`src/rtl/td4_ctrl_pkg.sv`:
```
// Shared encodings for the TD4 run controller: FSM states, command codes
// and tick-divider rate selections.
package td4_ctrl_pkg;

    typedef enum logic [1:0] {
        ST_HALT = 2'b00,
        ST_RUN  = 2'b01,
        ST_STEP = 2'b10,
        ST_LOAD = 2'b11
    } run_state_t;

    localparam logic [1:0] CMD_NOP  = 2'b00;
    localparam logic [1:0] CMD_RUN  = 2'b01;
    localparam logic [1:0] CMD_STEP = 2'b10;
    localparam logic [1:0] CMD_HALT = 2'b11;

    localparam logic [1:0] DIV_1   = 2'b00;
    localparam logic [1:0] DIV_4   = 2'b01;
    localparam logic [1:0] DIV_16  = 2'b10;
    localparam logic [1:0] DIV_MAX = 2'b11;

endpackage

```
`src/rtl/td4_tick_div.sv`:
```
// Free-running tick divider: one-cycle registered tick every 1, 4, 16 or
// 2^DIV_W cycles; any change of div_sel restarts a full period.
module td4_tick_div
    import td4_ctrl_pkg::*;
#(
    parameter int DIV_W = 8
) (
    input  logic       clk,
    input  logic       rst_n,
    input  logic [1:0] div_sel,
    output logic       tick
);

    logic [DIV_W-1:0] count;
    logic [DIV_W-1:0] last;
    logic [1:0]       sel_seen;

    always_comb begin
        case (div_sel)
            DIV_1:   last = '0;
            DIV_4:   last = DIV_W'(3);
            DIV_16:  last = DIV_W'(15);
            default: last = '1;
        endcase
    end

    always_ff @(posedge clk) begin
        if (!rst_n) begin
            count    <= '0;
            sel_seen <= DIV_1;
            tick     <= 1'b0;
        end else if (div_sel != sel_seen) begin
            // rate change: drop the old phase and count a whole new period
            count    <= '0;
            sel_seen <= div_sel;
            tick     <= 1'b0;
        end else if (count == last) begin
            count    <= '0;
            tick     <= 1'b1;
        end else begin
            count    <= count + DIV_W'(1);
            tick     <= 1'b0;
        end
    end

endmodule

```
`src/rtl/td4_run_ctrl.sv`:
```
// Run/step/halt/program-load controller for a TD4 core: gates the core clock
// enable, holds the core in reset while loading, and writes program bytes.
module td4_run_ctrl
    import td4_ctrl_pkg::*;
#(
    parameter int DIV_W     = 8,
    parameter int ROM_DEPTH = 16
) (
    input  logic       clk,
    input  logic       rst_n,
    input  logic       cmd_valid,
    input  logic [1:0] cmd,
    input  logic [1:0] div_sel,
    input  logic       load_en,
    input  logic       load_strobe,
    input  logic [7:0] load_data,
    input  logic       bp_en,
    input  logic [3:0] bp_addr,
    input  logic [3:0] pc,
    output logic       cpu_ce,
    output logic       cpu_rst_n,
    output logic       rom_we,
    output logic [3:0] rom_addr,
    output logic [7:0] rom_wdata,
    output logic [1:0] state
);

    localparam logic [3:0] LAST_ADDR = 4'(ROM_DEPTH - 1);

    run_state_t cur_state, nxt_state;
    logic       tick;
    logic [3:0] ptr, ptr_next, addr_next;
    logic [7:0] wdata_next;
    logic       ce_next, we_next, rst_next;
    logic       issued, issued_next;
    logic       load_block, block_next;
    logic       halt_cmd, bp_hit;

    td4_tick_div #(.DIV_W(DIV_W)) u_tick_div (
        .clk     (clk),
        .rst_n   (rst_n),
        .div_sel (div_sel),
        .tick    (tick)
    );

    always_comb begin
        nxt_state   = cur_state;
        ce_next     = 1'b0;
        we_next     = 1'b0;
        ptr_next    = ptr;
        wdata_next  = rom_wdata;
        issued_next = issued;
        block_next  = load_block & load_en;
        halt_cmd    = cmd_valid && (cmd == CMD_HALT);
        // a hit needs at least one instruction executed in this run
        bp_hit      = bp_en && (pc == bp_addr) && issued;

        case (cur_state)
            ST_HALT: begin
                if (load_en && !load_block) begin
                    nxt_state = ST_LOAD;
                    ptr_next  = '0;
                end else if (cmd_valid && cmd == CMD_RUN) begin
                    nxt_state   = ST_RUN;
                    issued_next = 1'b0;
                end else if (cmd_valid && cmd == CMD_STEP) begin
                    nxt_state = ST_STEP;
                end
            end
            ST_RUN: begin
                if (halt_cmd) begin
                    nxt_state = ST_HALT;
                end else if (tick) begin
                    if (bp_hit) begin
                        nxt_state = ST_HALT;
                    end else begin
                        ce_next     = 1'b1;
                        issued_next = 1'b1;
                    end
                end
            end
            ST_STEP: begin
                if (halt_cmd) begin
                    nxt_state = ST_HALT;
                end else if (tick) begin
                    ce_next   = 1'b1;
                    nxt_state = ST_HALT;
                end
            end
            ST_LOAD: begin
                if (!load_en) begin
                    nxt_state = ST_HALT;
                    ptr_next  = '0;
                end else if (load_strobe) begin
                    we_next    = 1'b1;
                    wdata_next = load_data;
                    if (ptr == LAST_ADDR) begin
                        // full image written: leave and wait for load_en to drop
                        ptr_next   = '0;
                        nxt_state  = ST_HALT;
                        block_next = 1'b1;
                    end else begin
                        ptr_next = ptr + 4'd1;
                    end
                end
            end
            default: nxt_state = ST_HALT;
        endcase

        addr_next = we_next ? ptr : ptr_next;
        rst_next  = (nxt_state != ST_LOAD);
    end

    always_ff @(posedge clk) begin
        if (!rst_n) begin
            cur_state  <= ST_HALT;
            cpu_ce     <= 1'b0;
            cpu_rst_n  <= 1'b0;
            rom_we     <= 1'b0;
            rom_addr   <= '0;
            rom_wdata  <= '0;
            ptr        <= '0;
            issued     <= 1'b0;
            load_block <= 1'b0;
        end else begin
            cur_state  <= nxt_state;
            cpu_ce     <= ce_next;
            cpu_rst_n  <= rst_next;
            rom_we     <= we_next;
            rom_addr   <= addr_next;
            rom_wdata  <= wdata_next;
            ptr        <= ptr_next;
            issued     <= issued_next;
            load_block <= block_next;
        end
    end

    assign state = cur_state;

endmodule
```
`config.mk`:
```
export PLATFORM = sky130hd
export DESIGN_NAME = td4_run_ctrl
export DESIGN_NICKNAME = d
export VERILOG_FILES = /design/src/rtl/td4_ctrl_pkg.sv /design/src/rtl/td4_tick_div.sv /design/src/rtl/td4_run_ctrl.sv
export SDC_FILE = /design/constraint.sdc
export NUM_CORES = 1
export LEC_CHECK = 0
export ABC_AREA = 1
export ABC_CLOCK_PERIOD_IN_PS = 1450
export BUFFER_PORTS_ARGS = -buffer_cell sky130_fd_sc_hd__buf_2
export CAP_MARGIN = 40
export CORE_MARGIN = 5
export CORE_UTILIZATION = 49
export CTS_BUF_LIST = sky130_fd_sc_hd__clkbuf_8
export DETAILED_ROUTE_END_ITERATION = 6
export GPL_TIMING_DRIVEN = 0
export PLACE_DENSITY_LB_ADDON = 0.05
export SYNTH_ARGS = -nofsm -noshare
export SYNTH_HDL_FRONTEND = slang
export SYNTH_SLANG_ARGS = --single-unit
```
`constraint.sdc`:
```
create_clock -name clk -period 1.45 [get_ports clk]
set_input_delay 0.2175 -clock clk [delete_from_list [all_inputs] [get_ports clk]]
set_output_delay 0.2175 -clock clk [all_outputs]
set_load 0.005 [all_outputs]
```
Yosys cells after proc, flatten, opt, wreduce, memory -nomap -nowiden
Cells that the tools add are included.
{"block": "word_totals", "ff_bits": 34, "input_bits": 26}
{"block": "op_classes", "bitwise": 2, "add_sub_neg": 2, "n_eq_ne": 18, "n_reduce_logical": 14, "mux": 39}
{"operator": "8-bit case mux with 3 select lines", "count": 1}
{"operator": "2-bit 2-to-1 mux", "count": 11}
{"operator": "4-bit 2-to-1 mux", "count": 5}
{"operator": "1-bit 2-to-1 mux", "count": 18}
{"operator": "2-bit == test, second input constant", "count": 5}
{"operator": "2-bit inequality test, second input constant", "count": 5}
{"operator": "8-bit by 1-bit adder with 8-bit output, second input constant", "count": 1}
{"operator": "8-bit == test", "count": 1}
{"operator": "2-bit case mux with 4 select lines", "count": 1}
{"operator": "4-bit case mux with 2 select lines", "count": 1}
{"operator": "2-bit by 1-bit == test with 1-bit output, second input constant", "count": 3}
{"operator": "1-bit logical AND", "count": 6}
{"operator": "6-bit AND reduction", "count": 1}
{"operator": "4-bit by 1-bit adder with 4-bit output, second input constant", "count": 1}
{"operator": "4-bit == test", "count": 1}
{"operator": "4-bit == test, second input constant", "count": 1}
{"operator": "2-bit logical NOT", "count": 2}
{"operator": "1-bit case mux with 2 select lines", "count": 2}
{"operator": "3-bit AND reduction", "count": 1}
{"operator": "3-bit OR reduction", "count": 1}
{"operator": "2-bit by 1-bit inequality test with 1-bit output, second input constant", "count": 1}
{"operator": "2-bit inequality test", "count": 1}
{"operator": "2-bit nonzero test", "count": 1}
{"operator": "2-bit OR reduction", "count": 1}
{"operator": "other kinds (3)", "count": 3}

Depth between registers and ports, before layout
Gate-level depths: netlist (run 1).
{"block": "depth", "ltp_word": 8, "depth_mapped": 11, "depth_no_buf": 11}

Modules after synthesis
Synthesis (run 1) repeated with hierarchy kept, for this count alone.
{"block": "unflattened", "hier_cells": 244, "hier_area_um2": 1729.2}
{"mod": "td4_run_ctrl", "seq_area_each_um2": 460.4, "instances": 1, "cells_each": 163, "area_each_um2": 1176.1}
{"mod": "td4_tick_div", "seq_area_each_um2": 220.2, "instances": 1, "cells_each": 81, "area_each_um2": 553.0}

Least setup slack after synthesis (run 1)
No wires, ideal clock.
{"block": "synth_path", "kind": "reg-to-reg", "startpoint": "register cur_state[1] (netlist: state[1])", "endpoint": "register rom_addr[0]", "stages_incl_launch_ff": 12, "path_slack_ps": 2, "arrival_ps": 1334, "cell_sequence": "dfxtp_1 > inv_1 > ha_1 > nor2_4 > a21oi_1 > nor2_1 > nand2_1 > nand2_1 > nand2_1 > inv_2 > nor2_2 > nor2_2"}
{"block": "synth_between", "elab_chain_len": 3}
{"element": "from (decl)", "line": "td4_run_ctrl.sv:30", "rtl": "run_state_t cur_state, nxt_state;"}
{"element": "from (signal assigned)", "line": "td4_run_ctrl.sv:126", "rtl": "cur_state <= nxt_state;"}
{"element": "2-bit == test or 2-bit logical NOT (tied branches)", "line": "td4_run_ctrl.sv:58", "rtl": "case (cur_state)"}
{"element": "4-bit case mux with 2 select lines or 1-bit 2-to-1 mux (tied branches)", "line": "td4_run_ctrl.sv:58"}
{"element": "4-bit 2-to-1 mux (*)", "line": "td4_run_ctrl.sv:110", "rtl": "addr_next = we_next ? ptr : ptr_next;"}
{"element": "to (signal assigned)", "line": "td4_run_ctrl.sv:130", "rtl": "rom_addr <= addr_next;"}
{"element": "to (decl)", "line": "td4_run_ctrl.sv:23", "rtl": "output logic [3:0] rom_addr,"}
Mark *: on every way between the ends. The rest lies on a longest branch, timed or not.
A chain may end at the register's enable or synchronous reset.

Worst setup path after layout (run 1)
{"block": "layout_path", "startpoint": "register cur_state[1] (netlist: state[1])", "endpoint": "register rom_addr[3]"}
The elaborated chain is that of the path after synthesis.

==> results.md, run 1 <==
- Run status: finished, final reports clean
- Wire per inst: 9.95 microns
- Mapped Area: about 1700 sq um
- Number of violations reported at the end of detailed-routing iteration 0: between 90 and 100
- Maximum number of pins on one net before global-route repair: 11
- Die outline area: ~4700 sq um
- Number of flip-flops and latches in the synthesized netlist: 34
- Proportion of layout cells with a drive suffix above 1: 0.332
- Reg2Reg Launch Point: state[1]
- Area overhead of the layout relative to synthesis: 27.0%
- R2R depth: 7
- Maximum fanout along the worst path: 10
- HPWL reported at the end of detailed placement: around 2.5 mm
- Pwr Total: 0.00221 W
- Kind of path behind the tightest hold check: in -> reg
- Sequential Power Share: 0.444
- Post-detailed-route count of antenna-violating nets: 0
- Die Width: 68.4 microns
- Diode count: 0
- Total Routing Usage GR: 0.161
- Wire length of the first global-routing pass: 5.70 mm
- Mapped Nets: between 200 and 300
- Sequential area share after synthesis: 0.407
- Slew HR: 0.774
- Count of hold-fix buffers inserted at cts: 0
- Share of total power in combinational logic: 0.160
- Starting density of the core: 0.505
- DRC violations left: 0
- Overflow after GRT: 0
- Layout fillers: 316
- Worst R2R Setup Slack: 0.08 ns
- Root buffer cell: sky130_fd_sc_hd__clkbuf_8
- Hold path endpoint: rom_wdata[6]
- WL final: between 3 and 4 mm
- Final Hold Slack: roughly 0.15 ns
- Period Utilization, post-route: 0.947
- I/O pins: 43
- Tightest Pin Transition: roughly 0.34 ns
- Number of input and output port buffers inserted: 42
- Final number of setup-violating endpoints: 0
- Internal Dissipation: 0.00166 W
- Number of standard-cell rows in the floorplan: 21
- Number of library cell types mapped by synthesis: 31
- Required time of the critical path: 1.63 ns
- Number of nets in the final layout: 315
- Final standard cell area without fillers: 2120 sq um
- CTS H-tree lvls: 2
- Cell count after synthesis: 233
- FF+latch area: between 600 and 700 sq um
- Min-Delay Path Depth: 3
- Clock insertion delay at the later pin of the skew report: 0.28 ns
- Highest attainable clock frequency: about 730 MHz
- Static Leak: about 1.0 nW
- Number of buffers between clock root and the deepest sink: 2
- Power per unit of standard cell area: just over 1000 nW/um^2
- Average footprint of a synthesized cell: just over 7 sq um
- Hold Startpoint: load_data[6]
- Clock share of power: 0.396
- Pre-CTS setup slack: -0.124 ns
- Setup crit end kind: register
- Syn. warnings: 0
- Max-slew violations: 0
- Die extent in y: between 60 and 70 microns
- TritonCTS clock tree: done
- Routed via count: 1509
- Placed Area: ~1900 sq um
- Arr. time, crit path: 1.55 ns
- Final hold vios: 0
- First-pass iteration count of the detailed router: 4
- GPL Wtd Cong: 0.834
- Antenna violations before repair: 0
- CTS clock-pin slew for the worst setup and hold paths: 0.07 ns
- Via count of the first global-routing pass: 1373
- Min Clock Period, post-route: ~1.4 ns
- Clock tree sinks: 34
- RSZ-0062 raised after global routing: yes
- Min setup slack post-route: 0.0770 ns
- Total CTS buffers: 5
- Switching power summed over all nets: between 0.0005 and 0.0006 W
- Net Sw Frac: 0.246
- Number of maximum-capacitance violations: 0
- Startpoint type of the worst setup path: register
- Multi-input gate area in the final layout: 890 sq um
- Clock skew: 0.00433 ns
- Type of the worst setup path: reg -> reg
- Standard cell core area: 3310 sq um
- Commonest cells after routing, fill and taps aside: sky130_fd_sc_hd__nor2_1 (42), sky130_fd_sc_hd__buf_2 (42), sky130_fd_sc_hd__nand2_1 (38)
- Mean number of vias per cell: 4.59
- Capture point of the worst reg-to-reg path: rom_addr[3]
- Worst IR Drop VDD: 0.000691 V
## registers in the layout, summed over array words and instances, names as in the netlist
name	flops
rom_wdata	8
u_tick_div.count	8
ptr	4
rom_addr	4
state	2
u_tick_div.sel_seen	2
cpu_ce	1
cpu_rst_n	1
issued	1
load_block	1
rom_we	1
u_tick_div.tick	1
## power groups by stage
stage | Combinational [W] | Sequential, W | Clock [W]
CTS | 0.000335 | 0.000977 | 0.000906
detailed placement | 0.000313 | 0.000997 | 0
finish | 0.000354 | 0.000979 | 0.000873
global placement | 0.000313 | 0.000996 | 0
floorplan | 0.000213 | 0.000996 | 0
global route | 0.000403 | 0.000981 | 0.000939
## how the worst max path moves through the flow
stage	to	slack, ns	start	cells past startpoint
after global routing	rom_addr[3]	-0.04	state[1]	7
after CTS	rom_addr[0]	0.02	state[1]	11
final	rom_addr[3]	0.08	state[1]	7
after global placement	rom_addr[0]	-0.12	state[1]	11
after detailed placement	rom_addr[0]	-0.12	state[1]	11
after floorplan	rom_addr[0]	0.002	state[1]	11
## cell type report
cell class              count  area share
clock buffers               6      0.0389
multi-input cells         160       0.419
clock inverters             1      0.0141
plain buffers               3     0.00766
flip-flops and latches     34       0.326
inverters                  36      0.0648
repair buffers             43       0.103
well taps                  46      0.0271
## logic make-up after synthesis
kind of cell | count (synthesis) | share of synthesized area
compound gates | 40 | 0.141
fa+ha+maj | 6 | 0.0449
flops | 34 | 0.407
simple gates | 108 | 0.287
xor+xnor | 6 | 0.0314
buf+inv | 39 | 0.0891
## through the flow
stage | TNS (ns) | util | cells
floorplan | 0 | - | 233
global placement | -0.273 | 0.586 | 321
detailed placement | -0.334 | 0.586 | 321
CTS | 0 | 0.624 | 328
global route | -0.0825 | 0.641 | 329
finish | 0 | 0.641 | 329
## critical path, cell delays in order (launching register included)
cell and delay [ns]:
sky130_fd_sc_hd__dfxtp_4 0.39, sky130_fd_sc_hd__ha_2 0.21, sky130_fd_sc_hd__nand2_4 0.08, sky130_fd_sc_hd__nor2_2 0.12, sky130_fd_sc_hd__inv_2 0.06, sky130_fd_sc_hd__clkbuf_4 0.18
sky130_fd_sc_hd__o211ai_1 0.18, sky130_fd_sc_hd__inv_1 0.05
## cell usage after synthesis (all sizes together)
cell type | number | share of area
clkbuf | 2 | 0.0052
xor2 | 5 | 0.026
ha | 6 | 0.045
buf | 1 | 0.0030
o41ai | 1 | 0.0052
nor2 | 50 | 0.13
a31oi | 1 | 0.0037
o22ai | 1 | 0.0075
o21ai | 19 | 0.059
xnor2 | 1 | 0.0052
or2 | 1 | 0.0037
nand4 | 2 | 0.0075
nand3 | 7 | 0.024
nand3b | 1 | 0.0045
o211ai | 2 | 0.0090
nor3 | 3 | 0.0090
inv | 36 | 0.081
a31o | 1 | 0.0052
o31ai | 1 | 0.0045
nand2 | 44 | 0.11
dfxtp | 34 | 0.41
a21oi | 14 | 0.046
## metal layers
layer  part of all wire  routed length (microns)  track usage  vias to the layer above
met3              0.049                      160       0.0493                        4
li1                   -                        -            -                      831
met1               0.46                     1520        0.199                      649
met2               0.47                     1550        0.255                       25
met4              0.014                       47       0.0744                        0
met5                  0                        0            0                        -
## timing repair
item	in CTS	in global routing
endpoints found under the setup margin	7	12
setup buffers	0	1
endpoints found under the hold margin	0	0
gates resized for setup	3	16
pin swaps	0	1
Note: power is estimated with default switching activity, not from simulation.
==> run 2: changes to the inputs <==
--- a/config.mk
+++ b/config.mk
@@ -6,11 +6,10 @@
 export NUM_CORES = 1
 export LEC_CHECK = 0
 export ABC_AREA = 1
-export ABC_CLOCK_PERIOD_IN_PS = 1450
+export ABC_CLOCK_PERIOD_IN_PS = 1510
 export BUFFER_PORTS_ARGS = -buffer_cell sky130_fd_sc_hd__buf_2
 export CAP_MARGIN = 40
-export CORE_MARGIN = 5
-export CORE_UTILIZATION = 49
+export CORE_UTILIZATION = 54
 export CTS_BUF_LIST = sky130_fd_sc_hd__clkbuf_8
 export DETAILED_ROUTE_END_ITERATION = 6
 export GPL_TIMING_DRIVEN = 0
==> constraint.sdc (replaced) <==
create_clock -name clk -period 1.51 [get_ports clk]
set_input_delay 0.2265 -clock clk [delete_from_list [all_inputs] [get_ports clk]]
set_output_delay 0.2265 -clock clk [all_outputs]
set_load 0.005 [all_outputs]
==> results.md, run 2 (synthesis results as in run 1) <==
- Wire per inst: 10.6 microns
- CTS clock-pin slew for the worst setup and hold paths: 0.07 ns
- Wire length of the first global-routing pass: 5.94 mm
- Maximum number of pins on one net before global-route repair: 11
- Gr busiest metal: met2
- Min Clock Period, post-route: 1.40 ns
- Multi-input gate area in the final layout: between 800 and 900 sq um
- Worst R2R Setup Slack: 0.11 ns
- Static Leak: 1.03 nW
- Power per unit of standard cell area: 1030 nW/um^2
- Total CTS buffers: 5
- Number of input and output port buffers inserted: 42
- Min setup slack post-route: approximately 0.11 ns
- Highest attainable clock frequency: ~710 MHz
- Final hold vios: 0
- Maximum fanout along the worst path: 5
- CTS H-tree lvls: 2
- Kind of path behind the tightest hold check: in -> reg
- Clock skew: slightly above 0.009 ns
- Die extent in y: 57.6 microns
- Number of violations reported at the end of detailed-routing iteration 0: 87
- Registers with the most flip-flops: rom_wdata x8, u_tick_div.count x8
- Longest individual stage delay on the worst path: 0.43 ns
- Arr. time, crit path: 1.59 ns
- Type of the worst setup path: reg -> reg
- Starting density of the core: 0.586
- Dominant cell type by count on the critical path: sky130_fd_sc_hd__o211ai_1
- WL final: 3.33 mm
- Setup crit end kind: register
- Tightest Pin Transition: 0.351 ns
- Die Width: between 50 and 60 microns
- Number of buffers between clock root and the deepest sink: 2
- Mean number of vias per cell: 5.00
- RSZ-0062 raised after global routing: no
- Number of nets in the final layout: 314
- Non-filler instance count after layout: 313
- Max-slew violations: 0
- Pre-CTS setup slack: -0.0640 ns
- TritonCTS clock tree: done
- Startpoint type of the worst setup path: register
- Number of standard-cell rows in the floorplan: 19
- Total Routing Usage GR: 0.232
- Antenna violations before repair: 0
- Highest-delay cell along the critical path: sky130_fd_sc_hd__dfxtp_1
- GPL Wtd Cong: ~0.8
- Crit path max-delay family: flip-flops
- Slew HR: 0.766
- HPWL reported at the end of detailed placement: approximately 2.3 mm
- Cell-by-cell listing of the critical path: ha_2, nand3_2, nor2_2, nor2_1, o211ai_1, nand3_1, o211ai_1, inv_1
- Root buffer cell: sky130_fd_sc_hd__clkbuf_8
- Commonest cells after routing, fill and taps aside: sky130_fd_sc_hd__buf_2 (43), sky130_fd_sc_hd__nor2_1 (42), sky130_fd_sc_hd__nand2_1 (38)
- Global Route met2 Usage: 0.377
- Run status: complete, but fails checks
- Clock tree sinks: 34
- Required time of the critical path: 1.69 ns
- Overflow after GRT: 0
- Count of buffer and inverter cells on the critical path: 1
- Failing checks: DRC
- Area overhead of the layout relative to synthesis: 23.3%
- Count of hold-fix buffers inserted at cts: 0
- I/O pins: 43
- Period Utilization, post-route: 0.930
- Number of maximum-capacitance violations: 0
- Post-CTS setup repair buffer count: 0
- Layout fillers: around 250
- Met1 usage in global routing: 0.290
- FF+latch area: 686 sq um
- Clock insertion delay at the later pin of the skew report: 0.29 ns
- Final number of setup-violating endpoints: 0
- First-pass iteration count of the detailed router: 6
- Via count of the first global-routing pass: 1449
- Met3 Track Usage GR: 0.0737
- Post-detailed-route count of antenna-violating nets: 0
- Worst IR Drop VDD: 0.000820 V
- Proportion of layout cells with a drive suffix above 1: 0.316
- Routed via count: 1564
- Die outline area: 3320 sq um
- Most frequent standard cell in the layout excluding fill and tap cells: sky130_fd_sc_hd__buf_2
- Diode count: 0
- DRC violations left: 2
- Placed insts: between 300 and 400
- Standard cell core area: roughly 2900 sq um
run 2: repair_timing:
| item | 4_1_cts | 5_1_grt |
|---|---|---|
| resized for setup | 1 | 8 |
| endpoints found under the setup margin | 2 | 17 |
| pin swaps | 0 | 1 |
run 2: area by class of cell:
cell class,count,area share
sequential,34,0.333
inverter,36,0.0656
tap,31,0.0188
clock inverter,1,0.0146
buffer,3,0.00668
timing repair buffer,42,0.102
clock buffer,6,0.0401
multi-input combinational,160,0.420
run 2: metrics by stage:
step | instance area, sq um | hold WS, ns | TNS [ns] | util | total power [W]
5_1_grt | 2060 | 0.168 | 0 | 0.722 | 0.00222
6_report | 2060 | 0.161 | 0 | 0.722 | 0.00212
3_5_place_dp | 1920 | 0.447 | -0.0903 | 0.673 | 0.00126
2_1_floorplan | 1670 | 0.320 | 0 | - | 0.00116
3_3_place_gp | 1920 | 0.438 | -0.0640 | 0.673 | 0.00125
4_1_cts | 2050 | 0.160 | 0 | 0.717 | 0.00212
run 2: path summary, 6_finish.rpt:
path / from / endpoint / cells past startpoint
hold reg to reg: u_tick_div.count[0] / u_tick_div.count[0] / 1
setup / recovery: ptr[0] / rom_addr[3] / 8
setup reg to reg: ptr[0] / rom_addr[3] / 8
hold / removal: load_data[4] / rom_wdata[4] / 3
run 2: tightest hold or removal path, delay by kind of cell:
kind	cells	cell delay, ns
and+or+nand+nor	2	0.11
buffers and inverters	1	0.07
run 2: routing by layer:
layer | vias to the layer above | wire (microns)
li1 | 829 | -
met1 | 697 | 1610
met2 | 31 | 1540
met3 | 7 | 131
met4 | 0 | 46
met5 | - | 0
run 2: where the power goes:
part	internal [W]	switching (W)	leakage, nW
combinational	0.000139	0.000188	0.697
sequential	0.000922	0.0000178	0.276
clock	0.000528	0.000327	0.0573
total	0.00159	0.000533	1.03
